File: src/rtl/systolic_pkg.sv
// ============================================================================
// systolic_pkg: shared state encoding and defaults for the systolic controller
// Revision: 1.0
// ============================================================================
`default_nettype none

package systolic_pkg;

    localparam int DEFAULT_PE_LAT = 4;

    typedef enum logic [2:0] {
        ST_IDLE   = 3'd0,
        ST_LOAD   = 3'd1,
        ST_STREAM = 3'd2,
        ST_DRAIN  = 3'd3,
        ST_DONE   = 3'd4
    } ctrl_state_t;

    function automatic int stream_cycles(input int n, input int lat);
        return (2 * n - 1) * lat;
    endfunction

endpackage

`default_nettype wire

File: src/rtl/row_enable_shifter.sv
// ============================================================================
// row_enable_shifter: per-row PE enable mask, fills from the MSB and saturates
// Revision: 1.0
// ============================================================================
`default_nettype none

module row_enable_shifter #(
    parameter int N = 2
) (
    input  logic         clk,
    input  logic         reset,
    input  logic         step,
    input  logic         clear,
    output logic [N-1:0] en
);

    logic [N-1:0] en_q;
    logic [N-1:0] en_d;

    // Stepping from all-zeros yields {1,0..0}, so the first step also seeds the mask.
    always_comb begin
        en_d = en_q;
        if (clear) begin
            en_d = '0;
        end else if (step) begin
            en_d = {1'b1, en_q[N-1:1]};
        end
    end

    always_ff @(posedge clk or posedge reset) begin
        if (reset) begin
            en_q <= '0;
        end else begin
            en_q <= en_d;
        end
    end

    assign en = en_q;

endmodule

`default_nettype wire

File: src/rtl/systolic_ctrl.sv
// ============================================================================
// systolic_ctrl: weight-load / stream / drain sequencer for an NxN systolic array
// Optional stall counter port enabled by SYSTOLIC_CTRL_PERF_CNT_EN.  Revision: 1.0
// ============================================================================
`default_nettype none

module systolic_ctrl
    import systolic_pkg::*;
#(
    parameter int MATRIX_SIZE = 2,
    parameter int PE_LAT      = DEFAULT_PE_LAT,
    parameter int CNT_W       = $clog2((2 * MATRIX_SIZE - 1) * PE_LAT + 1)
) (
    input  logic                           clk,
    input  logic                           reset,
    input  logic                           general_enable,
    input  logic                           start,
    output logic                           busy,
    output logic [MATRIX_SIZE-1:0]         load_weight,
    output logic [$clog2(MATRIX_SIZE)-1:0] w_row,
    output logic [MATRIX_SIZE-1:0]         enable_mult,
    output logic                           result_valid,
    output logic [$clog2(MATRIX_SIZE)-1:0] result_row,
    output logic                           done
`ifdef SYSTOLIC_CTRL_PERF_CNT_EN
    ,
    output logic [31:0]                    stall_cycles
`endif
);

    localparam int ROW_W      = $clog2(MATRIX_SIZE);
    localparam int STREAM_LEN = stream_cycles(MATRIX_SIZE, PE_LAT);
    localparam int LAT_W      = (PE_LAT > 1) ? $clog2(PE_LAT) : 1;

    localparam logic [CNT_W-1:0] ROWS_LAST   = CNT_W'(MATRIX_SIZE - 1);
    localparam logic [CNT_W-1:0] STREAM_LAST = CNT_W'(STREAM_LEN - 1);
    localparam logic [LAT_W-1:0] LAT_LAST    = LAT_W'(PE_LAT - 1);

    ctrl_state_t              state_q, state_d;
    logic [CNT_W-1:0]         cnt_q, cnt_d;
    logic [LAT_W-1:0]         lat_q, lat_d;
    logic                     rearm_q, rearm_d;

    logic                     busy_q, busy_d;
    logic                     done_q, done_d;
    logic [MATRIX_SIZE-1:0]   lw_q, lw_d;
    logic [ROW_W-1:0]         wr_q, wr_d;
    logic                     rv_q, rv_d;
    logic [ROW_W-1:0]         rr_q, rr_d;

    logic                     shift_step;
    logic                     shift_clear;

    // Next state is computed as if the cycle advances; the registers only
    // take it when general_enable is high, which freezes everything on a stall.
    always_comb begin
        state_d = state_q;
        cnt_d   = cnt_q;
        rearm_d = rearm_q;
        case (state_q)
            ST_IDLE: begin
                // One full IDLE cycle must pass after DONE before a start is honoured.
                if (rearm_q) begin
                    rearm_d = 1'b0;
                end else if (start) begin
                    state_d = ST_LOAD;
                    cnt_d   = '0;
                end
            end
            ST_LOAD: begin
                if (cnt_q == ROWS_LAST) begin
                    state_d = ST_STREAM;
                    cnt_d   = '0;
                end else begin
                    cnt_d = cnt_q + CNT_W'(1);
                end
            end
            ST_STREAM: begin
                if (cnt_q == STREAM_LAST) begin
                    state_d = ST_DRAIN;
                    cnt_d   = '0;
                end else begin
                    cnt_d = cnt_q + CNT_W'(1);
                end
            end
            ST_DRAIN: begin
                if (cnt_q == ROWS_LAST) begin
                    state_d = ST_DONE;
                    cnt_d   = '0;
                end else begin
                    cnt_d = cnt_q + CNT_W'(1);
                end
            end
            ST_DONE: begin
                state_d = ST_IDLE;
                cnt_d   = '0;
                rearm_d = 1'b1;
            end
            default: begin
                state_d = ST_IDLE;
                cnt_d   = '0;
            end
        endcase
    end

    always_comb begin
        lat_d = '0;
        if ((state_q == ST_STREAM) && (state_d == ST_STREAM)) begin
            lat_d = (lat_q == LAT_LAST) ? '0 : lat_q + LAT_W'(1);
        end
    end

    assign shift_step  = general_enable && (state_d == ST_STREAM) && (lat_d == '0);
    assign shift_clear = general_enable && (state_d != ST_STREAM);

    always_comb begin
        busy_d = (state_d != ST_IDLE);
        done_d = (state_d == ST_DONE);
        lw_d   = '0;
        wr_d   = '0;
        rv_d   = 1'b0;
        rr_d   = '0;
        if (state_d == ST_LOAD) begin
            lw_d = MATRIX_SIZE'(1) << cnt_d;
            wr_d = ROW_W'(cnt_d);
        end
        if (state_d == ST_DRAIN) begin
            rv_d = 1'b1;
            rr_d = ROW_W'(cnt_d);
        end
    end

    always_ff @(posedge clk or posedge reset) begin
        if (reset) begin
            state_q <= ST_IDLE;
            cnt_q   <= '0;
            lat_q   <= '0;
            rearm_q <= 1'b0;
            busy_q  <= 1'b0;
            done_q  <= 1'b0;
            lw_q    <= '0;
            wr_q    <= '0;
            rv_q    <= 1'b0;
            rr_q    <= '0;
        end else if (general_enable) begin
            state_q <= state_d;
            cnt_q   <= cnt_d;
            lat_q   <= lat_d;
            rearm_q <= rearm_d;
            busy_q  <= busy_d;
            done_q  <= done_d;
            lw_q    <= lw_d;
            wr_q    <= wr_d;
            rv_q    <= rv_d;
            rr_q    <= rr_d;
        end
    end

    row_enable_shifter #(
        .N (MATRIX_SIZE)
    ) u_row_enable_shifter (
        .clk   (clk),
        .reset (reset),
        .step  (shift_step),
        .clear (shift_clear),
        .en    (enable_mult)
    );

    assign busy         = busy_q;
    assign done         = done_q;
    assign load_weight  = lw_q;
    assign w_row        = wr_q;
    assign result_valid = rv_q;
    assign result_row   = rr_q;

`ifdef SYSTOLIC_CTRL_PERF_CNT_EN
    logic        accept;
    logic [31:0] stall_q;

    assign accept = general_enable && (state_q == ST_IDLE) && !rearm_q && start;

    always_ff @(posedge clk or posedge reset) begin
        if (reset) begin
            stall_q <= '0;
        end else if (accept) begin
            stall_q <= '0;
        end else if (busy_q && !general_enable && (stall_q != '1)) begin
            stall_q <= stall_q + 32'd1;
        end
    end

    assign stall_cycles = stall_q;
`endif

endmodule

`default_nettype wire

File: config.mk
export PLATFORM = sky130hd
export DESIGN_NAME = systolic_ctrl
export DESIGN_NICKNAME = d
export VERILOG_FILES = /design/src/rtl/systolic_pkg.sv /design/src/rtl/row_enable_shifter.sv /design/src/rtl/systolic_ctrl.sv
export SDC_FILE = /design/constraint.sdc
export NUM_CORES = 1
export LEC_CHECK = 0
export CAP_MARGIN = 25
export CORE_ASPECT_RATIO = 0.8
export CORE_UTILIZATION = 31
export DETAILED_ROUTE_END_ITERATION = 6
export PLACE_DENSITY_LB_ADDON = 0.3
export SKIP_CTS_REPAIR_TIMING = 1
export SLEW_MARGIN = 10
export SYNTH_ARGS = -nofsm -noshare
export SYNTH_HDL_FRONTEND = slang
export SYNTH_HIERARCHICAL = 1
export SYNTH_SLANG_ARGS = --single-unit
File: constraint.sdc
create_clock -name clk -period 2.15 [get_ports clk]
set_input_delay 0.5375 -clock clk [delete_from_list [all_inputs] [get_ports clk]]
set_output_delay 0.5375 -clock clk [all_outputs]
set_load 0.005 [all_outputs]
* Word level (Yosys, flattened, before mapping)
Index checks and enable logic that the tools add are counted.
** Storage, ports and cells
- Register bits after elaboration :: 19
- Input port bits :: 4
- Output and inout port bits :: 9
- Word-level logic and storage cells :: 57
** Operators by class
- Add/sub/neg operators :: 2
- Eq/ne operators :: 12
- Shift operators :: 1
- Multiplexer cells :: 20
- Reductions and logical operators :: 11
** Operator list (number)
- 2-to-1 mux 4 bit :: 4
- 2-to-1 mux 3 bit :: 5
- equality test 3 x 2 -> 1 bit, second input constant :: 4
- one-hot mux 3 bit (4 select lines) :: 1
- one-hot mux 4 bit (3 select lines) :: 1
- 2-to-1 mux 2 bit :: 5
- equality test 3 x 1 -> 1 bit, second input constant :: 2
- equality test 3 bit, second input constant :: 2
- adder 4 x 1 -> 4 bit, second input constant :: 1
- equality test 4 x 1 -> 1 bit, second input constant :: 1
- equality test 4 bit, second input constant :: 1
- logical AND 1 bit :: 4
- nonzero test 2 bit :: 2
- << shifter 1 x 4 -> 2 bit, first input constant :: 1
- logical NOT 3 bit :: 1
- 2-to-1 mux 1 bit :: 3
- != test 3 x 2 -> 1 bit, second input constant :: 1
- nonzero test 3 bit :: 1
- adder 2 x 1 -> 2 bit, second input constant :: 1
- equality test 2 bit, second input constant :: 1
- logical NOT 2 bit :: 1
- one-hot mux 1 bit (2 select lines) :: 1
- AND reduction 2 bit :: 1
- OR reduction 2 bit :: 1

* Logic depth before layout (Yosys ltp)
Gate-level depths: netlist of run 1.
- Depth after elaboration :: 10
- Gate-level depth with buffers :: 8
- Depth with buffers taken out :: 8

* Hierarchy
The synthesis of run 1 kept the hierarchy.
** By module, submodules not included
- systolic_ctrl :: times used 1, cells each 114, area an instance 1042.2 um2, sequential area each 425.4 um2
- row_enable_shifter :: times used 1, cells each 7, area an instance 75.1 um2, sequential area each 50.0 um2

* Least setup slack after synthesis of run 1
Ideal clock, no wire load.
- Path type :: register -> register
- From :: reg cnt_q[0]
- To :: reg cnt_q[0]
- Setup time :: 125 ps
- Data arrival time :: 1601 ps
- Required time :: 2025 ps
- Path slack :: 424 ps
- Stages on the path, launching flop included :: 7
- Path buffers :: 1
- Clock period less this slack :: 1726 ps
- Cells stage by stage :: dfrtp_1 ha_1 nand3b_1 and3_1 buf_4 o31a_1 mux2_2
** On the way
- Word-level cells in the longest chain between the ends :: 3
- Elaborated cells between the ends (all ways) :: 8
- Classes of those cells :: 1 x add/sub; 2 x eq/ne; 5 x mux
** Ends and longest elaborated chain
- start, declared :: line systolic_ctrl.sv:40 : logic [CNT_W-1:0] cnt_q, cnt_d;
- start signal, assigned :: line systolic_ctrl.sv:147 : cnt_q <= cnt_d;
- adder 4 x 1 -> 4 bit, or another cell as far along :: line systolic_ctrl.sv:75, systolic_ctrl.sv:83, systolic_ctrl.sv:91
- 2-to-1 mux 4 bit, on equally long branches
- one-hot mux 4 bit (3 select lines) (*) :: line systolic_ctrl.sv:60 : case (state_q)
Mark *: on every way between the ends. The rest lies on a longest branch, timed or not.
A chain may end at the register's enable or synchronous reset.

* Worst setup path after layout of run 1
- From :: in start
- To :: reg lw_q[1], in the netlist load_weight[1]
** On the way
- Word-level cells in the longest chain between the ends :: 5
- Elaborated cells between the ends (all ways) :: 9
- Classes of those cells :: 1 x eq/ne; 1 x shift; 7 x mux
** Ends and longest elaborated chain
- start, declared :: line systolic_ctrl.sv:17 : input logic start,
- 2-to-1 mux 3 bit or 2-to-1 mux 4 bit (tied branches) :: line systolic_ctrl.sv:65 : end else if (start) begin
- 2-to-1 mux 3 bit or 2-to-1 mux 4 bit (tied branches) :: line systolic_ctrl.sv:63 : if (rearm_q) begin
- one-hot mux 3 bit (4 select lines) or one-hot mux 4 bit (3 select lines) (tied branches) :: line systolic_ctrl.sv:60
- equality test 3 x 1 -> 1 bit or << shifter 1 x 4 -> 2 bit (tied branches) :: line systolic_ctrl.sv:123, systolic_ctrl.sv:124
- 2-to-1 mux 2 bit (*) :: line systolic_ctrl.sv:123 : if (state_d == ST_LOAD) begin
- end signal, assigned :: line systolic_ctrl.sv:152 : lw_q <= lw_d;
- end, declared :: line systolic_ctrl.sv:46 : logic [MATRIX_SIZE-1:0] lw_q, lw_d;
Marked as above.

==> impl_metrics.ini, run 1 <==
[synth]
synthTopCellsByCount = 19 x dfrtp_1, 14 x inv_1, 13 x o21ai_0, 11 x nor2_1, 6 x nand2_1
synth_edf_count = 0
synth.ff_latch_count = 19
synth_flop_cell = dfrtp_1
synth_top_cell_area_share_pct = 42.6
synth.avg_cell_area_um2 = 9.23
syn-num-nets = 128
synth-seq-area-share_pct = 42.6
ys_warn_count = 6
synthCells = 121
synth_top_area_cell = dfrtp_1
synth.cell_area_mm2 = 0.00112
synthTopCellsByArea = dfrtp_1 43%, o21ai_0 5.8%, mux2_2 5.0%
synth-async-reset-ratio_pct = 100
yosysMostFrequentCell = dfrtp_1
synth_cell_types = 36

[critical_path]
setup.worst_path.start_class = primary input
r2r-start = cnt_q[0]
critical_path_arrival_ps = 2060
cp_top_family = simple AND/OR/NAND/NOR gates
r2r_cells = 7
cp-startpoint = start
r2r_slack_ps = 280
crit_fanout = 5
path_class = in2reg
cp-end-kind = flop
setup.worst_path.end = load_weight[1]
worstPathRequired_ps = 2310
slowest_delay_ps = 500
cp_num_buf_inv = 1
regToRegEndpoint = u_row_enable_shifter/en[0]
critical_path_depth = 5
cp_slowest_cell = or4b_4
path_cells = clkdlybuf4s50_1 > or4b_4 > o31ai_2 > nand4_1 > o32ai_1

[final_layout]
fillerInstances = 346
multiInputGateArea_um2 = 537
antennaDiodeCount = 0
area_growth_pct = 20.3
instances_no_fill = 179
nets = 145
final_layout_size_suffix_gt1_share_pct = 16.1
final_core_utilization_pct = 39.0
register_area_um2 = 475

[placement]
pre_cts_ws_ps = -24.8
finalWeightedCongestion = 0.871
io_buffers = 12
hpwl_um = 1860
placed_cells = 175

[sta]
drv_slew = 0
fin_worst_skew_ps = 5.28
period_needed_ps = 1910
worst_pin_slew_ps = 586
rsz0062_at_grt = no
final_hold_viol_count = 0
setup_slack_ps = 241
holdWs_ps = 451
finalSetupViolations = 0
period_share_pct = 88.8
max_freq_ghz = 0.524
slew_headroom_pct = 60.4

[power_and_ir_drop]
finalPower_mw = 1.67
ir_worst_vdd_mv = 0.523
p_per_area_mw_per_mm2 = 1240
cellLeakagePower_nw = 0.564

[floorplan]
rows = 19
pin_count = 13
fp.dieW_um = 69.1
core_area_mm2 = 0.00345
dieArea_mm2 = 0.00385
initial_core_util_pct = 32.4
die_h_um = 55.7

[clocking]
clockBufferDepth = 2
cts_root_buf = clkbuf_8
htreeDepth = 1
cts_buffers = 3
clock_sinks = 19
cts_tree = built
clkTransAtPathRegs_ps = 80
clkLatencyLatePin_ps = 260

[min_path]
hold_class = in2async

[grt]
grt_max_degree = 14
grt-ovfl-total = 0
grt_use_total_pct = 13.3
grt_pass1_wl_um = 4090
antenna_found_initial = 0
grt_pass1_vias = 880

[detailed_routing]
wl_per_cell_um = 13.2
met1_length_um = 1190
dr_wl_met2_um = 1070
first_pass_iters = 4
routed_wl_um = 2370
wl_met3_um = 111
drtIter0Drc = 57
drc = 0
antenna_left = 0
top_layer_used = met3
vias = 923
vias_per_cell = 5.16

[flow_run]
drv_cap = 0

[run_status]
outcome = complete, no violations
[cell type report]
| class | count | area share (%) |
|---|---|---|
| multi-input cells | 80 | 39.9 |
| well taps | 42 | 3.91 |
| inverters | 14 | 3.91 |
| clock inverters | 1 | 0.372 |
| repair buffers | 20 | 13.4 |
| clock buffers | 3 | 3.07 |
| flip-flops and latches | 19 | 35.4 |
[placed cells by master, fill, tap and decap left out, drive strengths merged]
| cell type | n |
|---|---|
| dfrtp | 19 |
| inv | 14 |
| o21ai | 13 |
| clkdlybuf4s50 | 12 |
| nor2 | 11 |
| buf | 8 |
| nand2 | 6 |
| mux2 | 5 |
| nand3 | 4 |
| a21oi | 4 |
| nand3b | 3 |
| nor2b | 3 |
| o22ai | 3 |
| o32ai | 3 |
| ha | 3 |
| clkbuf | 3 |
| o31ai | 3 |
| o41ai | 2 |
| nand4 | 2 |
| nor3b | 2 |
| o31a | 2 |
| and3 | 1 |
| nand2b | 1 |
| nor3 | 1 |
| o211ai | 1 |
| or4b | 1 |
| and2 | 1 |
| o21ba | 1 |
| and4 | 1 |
| a211o | 1 |
| xnor2 | 1 |
| clkinv | 1 |
| mux2i | 1 |
[kinds of logic (layout without fill, tap and decap cells)]
logic type	after synthesis	in the layout	synth area share (%)
and+or+nand+nor	37	37	18.3
AOI/OAI and AO/OA	33	33	19.7
buffers and inverters	22	38	9.41
DFF	19	19	42.6
muxes	6	6	5.93
adders and majority gates	3	3	3.36
xor gates and xnor gates	1	1	0.784
[report_power, final]
part	switching [mW]	total [mW]	leakage, nW	internal [mW]
logic	0.384	0.787	0.299	0.404
clock network	0.123	0.252	0.0255	0.129
registers	0.153	0.628	0.239	0.475
total	0.659	1.67	0.564	1.01
[through the flow]
step	TNS, ps	area (um2)
finish	0	1340
global route	0	1340
CTS	0	1340
detailed placement	-24.8	1300
global placement	0	1300
floorplan	0	1120
[worst min path at each step]
stage,cells after the start,slack (ps),endpoint
after floorplan,1,280,u_row_enable_shifter/en[0]
after global placement,1,500,busy
after detailed placement,1,500,busy
after CTS,2,450,u_row_enable_shifter/en[1]
after global routing,2,450,u_row_enable_shifter/en[0]
final,2,450,u_row_enable_shifter/en[1]
[flip-flops by register name, indices dropped and copies added, names as in the netlist]
signal                   count
busy                         1
cnt_q                        4
done                         1
lat_q                        2
load_weight                  2
rearm_q                      1
result_row                   1
result_valid                 1
state_q                      3
u_row_enable_shifter/en      2
w_row                        1
[routing by layer]
layer,GRT usage [%],vias up
li1,-,457
met5,0,-
met1,19.6,444
met3,3.99,0
met4,1.75,0
met2,19.6,22
Note: power is estimated with default switching activity, not from simulation.
==> run 2, diff against run 1 <==
CTS_CLUSTER_DIAMETER = 40   (was default)
GPL_TIMING_DRIVEN = 0   (was default)
SLEW_MARGIN = 0   (was 10)
==> run 2 against run 1 <==
Compared with the run above: routed wire length grew 6.9%; via count grew 0.22%; sequential share of layout area is 0.53 points higher; hold slack gained 12 ps.
==> impl_metrics.ini, run 2 (synthesis results as in run 1) <==
[min_path]
hold_class = in2async

[flow_run]
drv_cap = 0

[floorplan]
core_area_mm2 = 0.00345
dieArea_mm2 = 0.00385
rows = 19
fp.dieW_um = 69.1
die_h_um = 55.7
initial_core_util_pct = 32.4
pin_count = 13

[final_layout]
final_layout_size_suffix_gt1_share_pct = 16.2
largest-register = cnt_q
register_area_um2 = 477
instances_no_fill = 178
final_common_cell = dfrtp_1
area_growth_pct = 18.8
fillerInstances = 354
final_core_utilization_pct = 38.5
nets = 144
layout_common_cells = 18 x dfrtp_1, 14 x inv_1, 13 x o21ai_0
reg_top3 = cnt_q (4), state_q (3)
multiInputGateArea_um2 = 537
antennaDiodeCount = 0
largest_reg_flops = 4

[sta]
rsz0062_at_grt = no
finalSetupViolations = 0
fin_worst_skew_ps = 4.06
period_share_pct = 92.2
final_hold_viol_count = 0
period_needed_ps = 1980
setup_slack_ps = 167
drv_slew = 0
slew_headroom_pct = 54.1
worst_pin_slew_ps = 687
max_freq_ghz = 0.504

[critical_path]
cp-end-kind = flop
crit_fanout = 7
setup.worst_path.start_class = flop
worstPathRequired_ps = 2300
path_class = reg2reg
critical_path_arrival_ps = 2130

[placement]
io_buffers = 11
placed_cells = 174
finalWeightedCongestion = 0.860
hpwl_um = 1880
pre_cts_ws_ps = -21.4

[detailed_routing]
first_pass_iters = 5
vias = 925
drtIter0Drc = 44
vias_per_cell = 5.20
antenna_left = 0
routed_wl_um = 2530
wl_per_cell_um = 14.2
drc = 0

[power_and_ir_drop]
ir_worst_vdd_mv = 0.526
p_per_area_mw_per_mm2 = 1270
cellLeakagePower_nw = 0.554
finalPower_mw = 1.69

[clocking]
cts_buffers = 3
cts_root_buf = clkbuf_8
clkLatencyLatePin_ps = 260
clkTransAtPathRegs_ps = 80
clock_sinks = 19
htreeDepth = 1
clockBufferDepth = 2
cts_tree = built

[grt]
grt_pass1_wl_um = 4500
grt_max_degree = 18
antenna_found_initial = 0
grt_use_total_pct = 14.8
grt_pass1_vias = 946
grt-ovfl-total = 0

[run_status]
outcome = complete, no violations
[run 2: layout make-up]
class	count	share of cell area [%]
multi-input combinational	80	40.4
sequential	19	35.9
timing repair buffer	11	8.29
buffer	8	3.96
inverter	14	3.96
tap	42	3.96
clock buffer	3	3.11
clock inverter	1	0.377
[run 2: power by group]
group,leakage (nW),internal (mW),switching (mW)
Clock,0.0255,0.129,0.128
Combinational,0.290,0.402,0.445
Sequential,0.238,0.477,0.110
Total,0.554,1.01,0.682
[run 2: layer usage]
layer	wire (um)	track usage, %
met5	0	0
met2	1100	22.7
met1	1330	21.2
met4	10	1.75
met3	95	4.53
[run 2: final timing paths]
path,start,endpoint,slack (ps),cells after the start
max,cnt_q[1],u_row_enable_shifter/en[0],170,8
min in group clk,done,done,520,2
min reg2reg,done,done,520,2
min,reset,u_row_enable_shifter/en[0],460,2
max in group asynchronous,reset,cnt_q[0],950,2
max reg2reg,cnt_q[1],u_row_enable_shifter/en[0],170,8
[run 2: worst max-delay path: stages, from the launching register on]
cell	delay [ps]
dfrtp_1	450
ha_1	290
nand3b_1	140
and3_1	200
buf_4	150
o21ai_0	110
and4_1	270
mux2i_1	210
nor2_1	60
[run 2: stage by stage]
| step | setup TNS [ps] | cell area, um2 | hold slack (ps) |
|---|---|---|---|
| 2_1_floorplan | 0 | 1120 | 279 |
| 3_3_place_gp | 0 | 1280 | 494 |
| 3_5_place_dp | -21.4 | 1280 | 518 |
| 4_1_cts | 0 | 1330 | 467 |
| 5_1_grt | 0 | 1330 | 469 |
| 6_report | 0 | 1330 | 463 |
==> run 3, diff against run 2 <==
CORE_UTILIZATION = 38   (was 31)
CTS_CLUSTER_DIAMETER = default   (was 40)
==> run 3 against run 2 <==
Compared with the run above: setup slack better by 18 ps; hold slack worse by 72 ps; via count up 1.5%; combinational power down 2%; first-iteration DRC count up 30%; non-clock buffer count unchanged; global-route usage up 2.8 points; clock skew about the same; critical endpoint unchanged; largest cell class unchanged.
==> impl_metrics.ini, run 3 (synthesis results as in run 1) <==
[critical_path]
crit_fanout = 8
cp_slowest_cell = dfrtp_1
path_cells = ha_1 > nand3b_1 > and3_1 > buf_4 > o21ai_0 > and4_1 > mux2i_1 > nor2_1
worstPathRequired_ps = 2350
setup.worst_path.start_class = flop
slowest_delay_ps = 510
critical_path_arrival_ps = 2170
cp-end-kind = flop
path_class = reg2reg

[sta]
rsz0062_at_grt = no
finalSetupViolations = 0
holdWs_ps = 391
drv_slew = 0
worst_pin_slew_ps = 659
period_needed_ps = 1960
period_share_pct = 91.4
fin_worst_skew_ps = 3.75
max_freq_ghz = 0.509
slew_headroom_pct = 56.0
setup_slack_ps = 186
final_hold_viol_count = 0

[detailed_routing]
drtIter0Drc = 57
antenna_left = 0
drc = 0
routed_wl_um = 2250
wl_per_cell_um = 13.0
vias_per_cell = 5.40
vias = 939
first_pass_iters = 4

[clocking]
cts_buffers = 3
clockBufferDepth = 2
htreeDepth = 1
clkLatencyLatePin_ps = 300
clkTransAtPathRegs_ps = 110
cts_tree = built
clock_sinks = 19
cts_root_buf = clkbuf_4

[final_layout]
reg_top3 = cnt_q (4), state_q (3)
layout_common_cells = 19 x dfrtp_1, 14 x inv_1, 13 x o21ai_0
final_layout_size_suffix_gt1_share_pct = 15.4
register_area_um2 = 475
antennaDiodeCount = 0
fillerInstances = 272
instances_no_fill = 174
final_common_cell = dfrtp_1
largest-register = cnt_q
nets = 144
multiInputGateArea_um2 = 537
area_growth_pct = 16.6
fin_area_mm2 = 0.00130
largest_reg_flops = 4

[power_and_ir_drop]
switchingPower_mw = 0.648
p_per_area_mw_per_mm2 = 1220
p_int_mw = 0.947
cellLeakagePower_nw = 0.547
pwr-share-clk_pct = 11.8
finalPower_mw = 1.60
ir_worst_vdd_mv = 0.570
power_frac_seq_pct = 36.4
power.share.switching_pct = 40.6
combPwrFrac_pct = 51.8

[placement]
dpl_cell_area_mm2 = 0.00127
finalWeightedCongestion = 0.871
pre_cts_ws_ps = -22.0
hpwl_um = 1680
placed_cells = 170
io_buffers = 11

[min_path]
hold_class = in2async

[grt]
grt_pass1_vias = 893
grt_max_degree = 18
grt_use_total_pct = 17.6
antenna_found_initial = 0
grt_pass1_wl_um = 4240
grt-ovfl-total = 0

[flow_run]
drv_cap = 0

[floorplan]
rows = 17
die_h_um = 50.5
core_area_mm2 = 0.00277
initial_core_util_pct = 40.4
dieArea_mm2 = 0.00316
pin_count = 13
fp.dieW_um = 62.6

[run_status]
outcome = complete, no violations
run 3: metal layers:
layer / GRT usage [%] / wire, um
met1: 25.0 / 1130
met2: 27.0 / 973
met3: 4.55 / 132
met4: 3.88 / 14
met5: 0 / 0
run 3: critical path: cells and delay by family, from the launching register on:
| kind | cells | cell delay [ps] |
|---|---|---|
| flip-flops | 1 | 510 |
| adder cells (fa/ha/maj) | 1 | 300 |
| AND/OR/NAND/NOR | 4 | 610 |
| AO/OA/AOI/OAI | 1 | 70 |
| buffers and inverters | 1 | 150 |
| multiplexers | 1 | 210 |
run 3: area by class of cell:
type,instances,share of cell area [%]
inverter,14,4.03
timing repair buffer,11,8.45
clock buffer,3,1.73
clock inverter,1,0.384
sequential,19,36.5
buffer,8,4.03
tap,38,3.65
multi-input combinational,80,41.2
run 3: final timing paths:
check                      startpoint                         end  slack [ps]  depth (start not counted)
min in group clk                 busy                        busy         530                          1
max in group asynchronous       reset                    cnt_q[0]        1090                          2
hold reg to reg                  busy                        busy         530                          1
hold / removal                  reset  u_row_enable_shifter/en[1]         390                          2
setup / recovery             cnt_q[0]  u_row_enable_shifter/en[0]         190                          8
setup reg to reg             cnt_q[0]  u_row_enable_shifter/en[0]         190                          8
run 3: per-stage QoR:
| stage | util [%] | TNS, ps |
|---|---|---|
| after global routing | 47.1 | 0 |
| after global placement | 46.1 | 0 |
| after floorplan | - | 0 |
| after CTS | 47.1 | 0 |
| final | 47.1 | 0 |
| after detailed placement | 46.1 | -32.7 |
run 3: power by group through the flow:
stage / registers, mW / clock network [mW] / logic [mW]
after floorplan: 0.568 / 0 / 0.605
after global placement: 0.578 / 0 / 0.806
after detailed placement: 0.585 / 0 / 0.822
after CTS: 0.578 / 0.196 / 0.826
after global routing: 0.604 / 0.219 / 0.949
final: 0.581 / 0.188 / 0.826
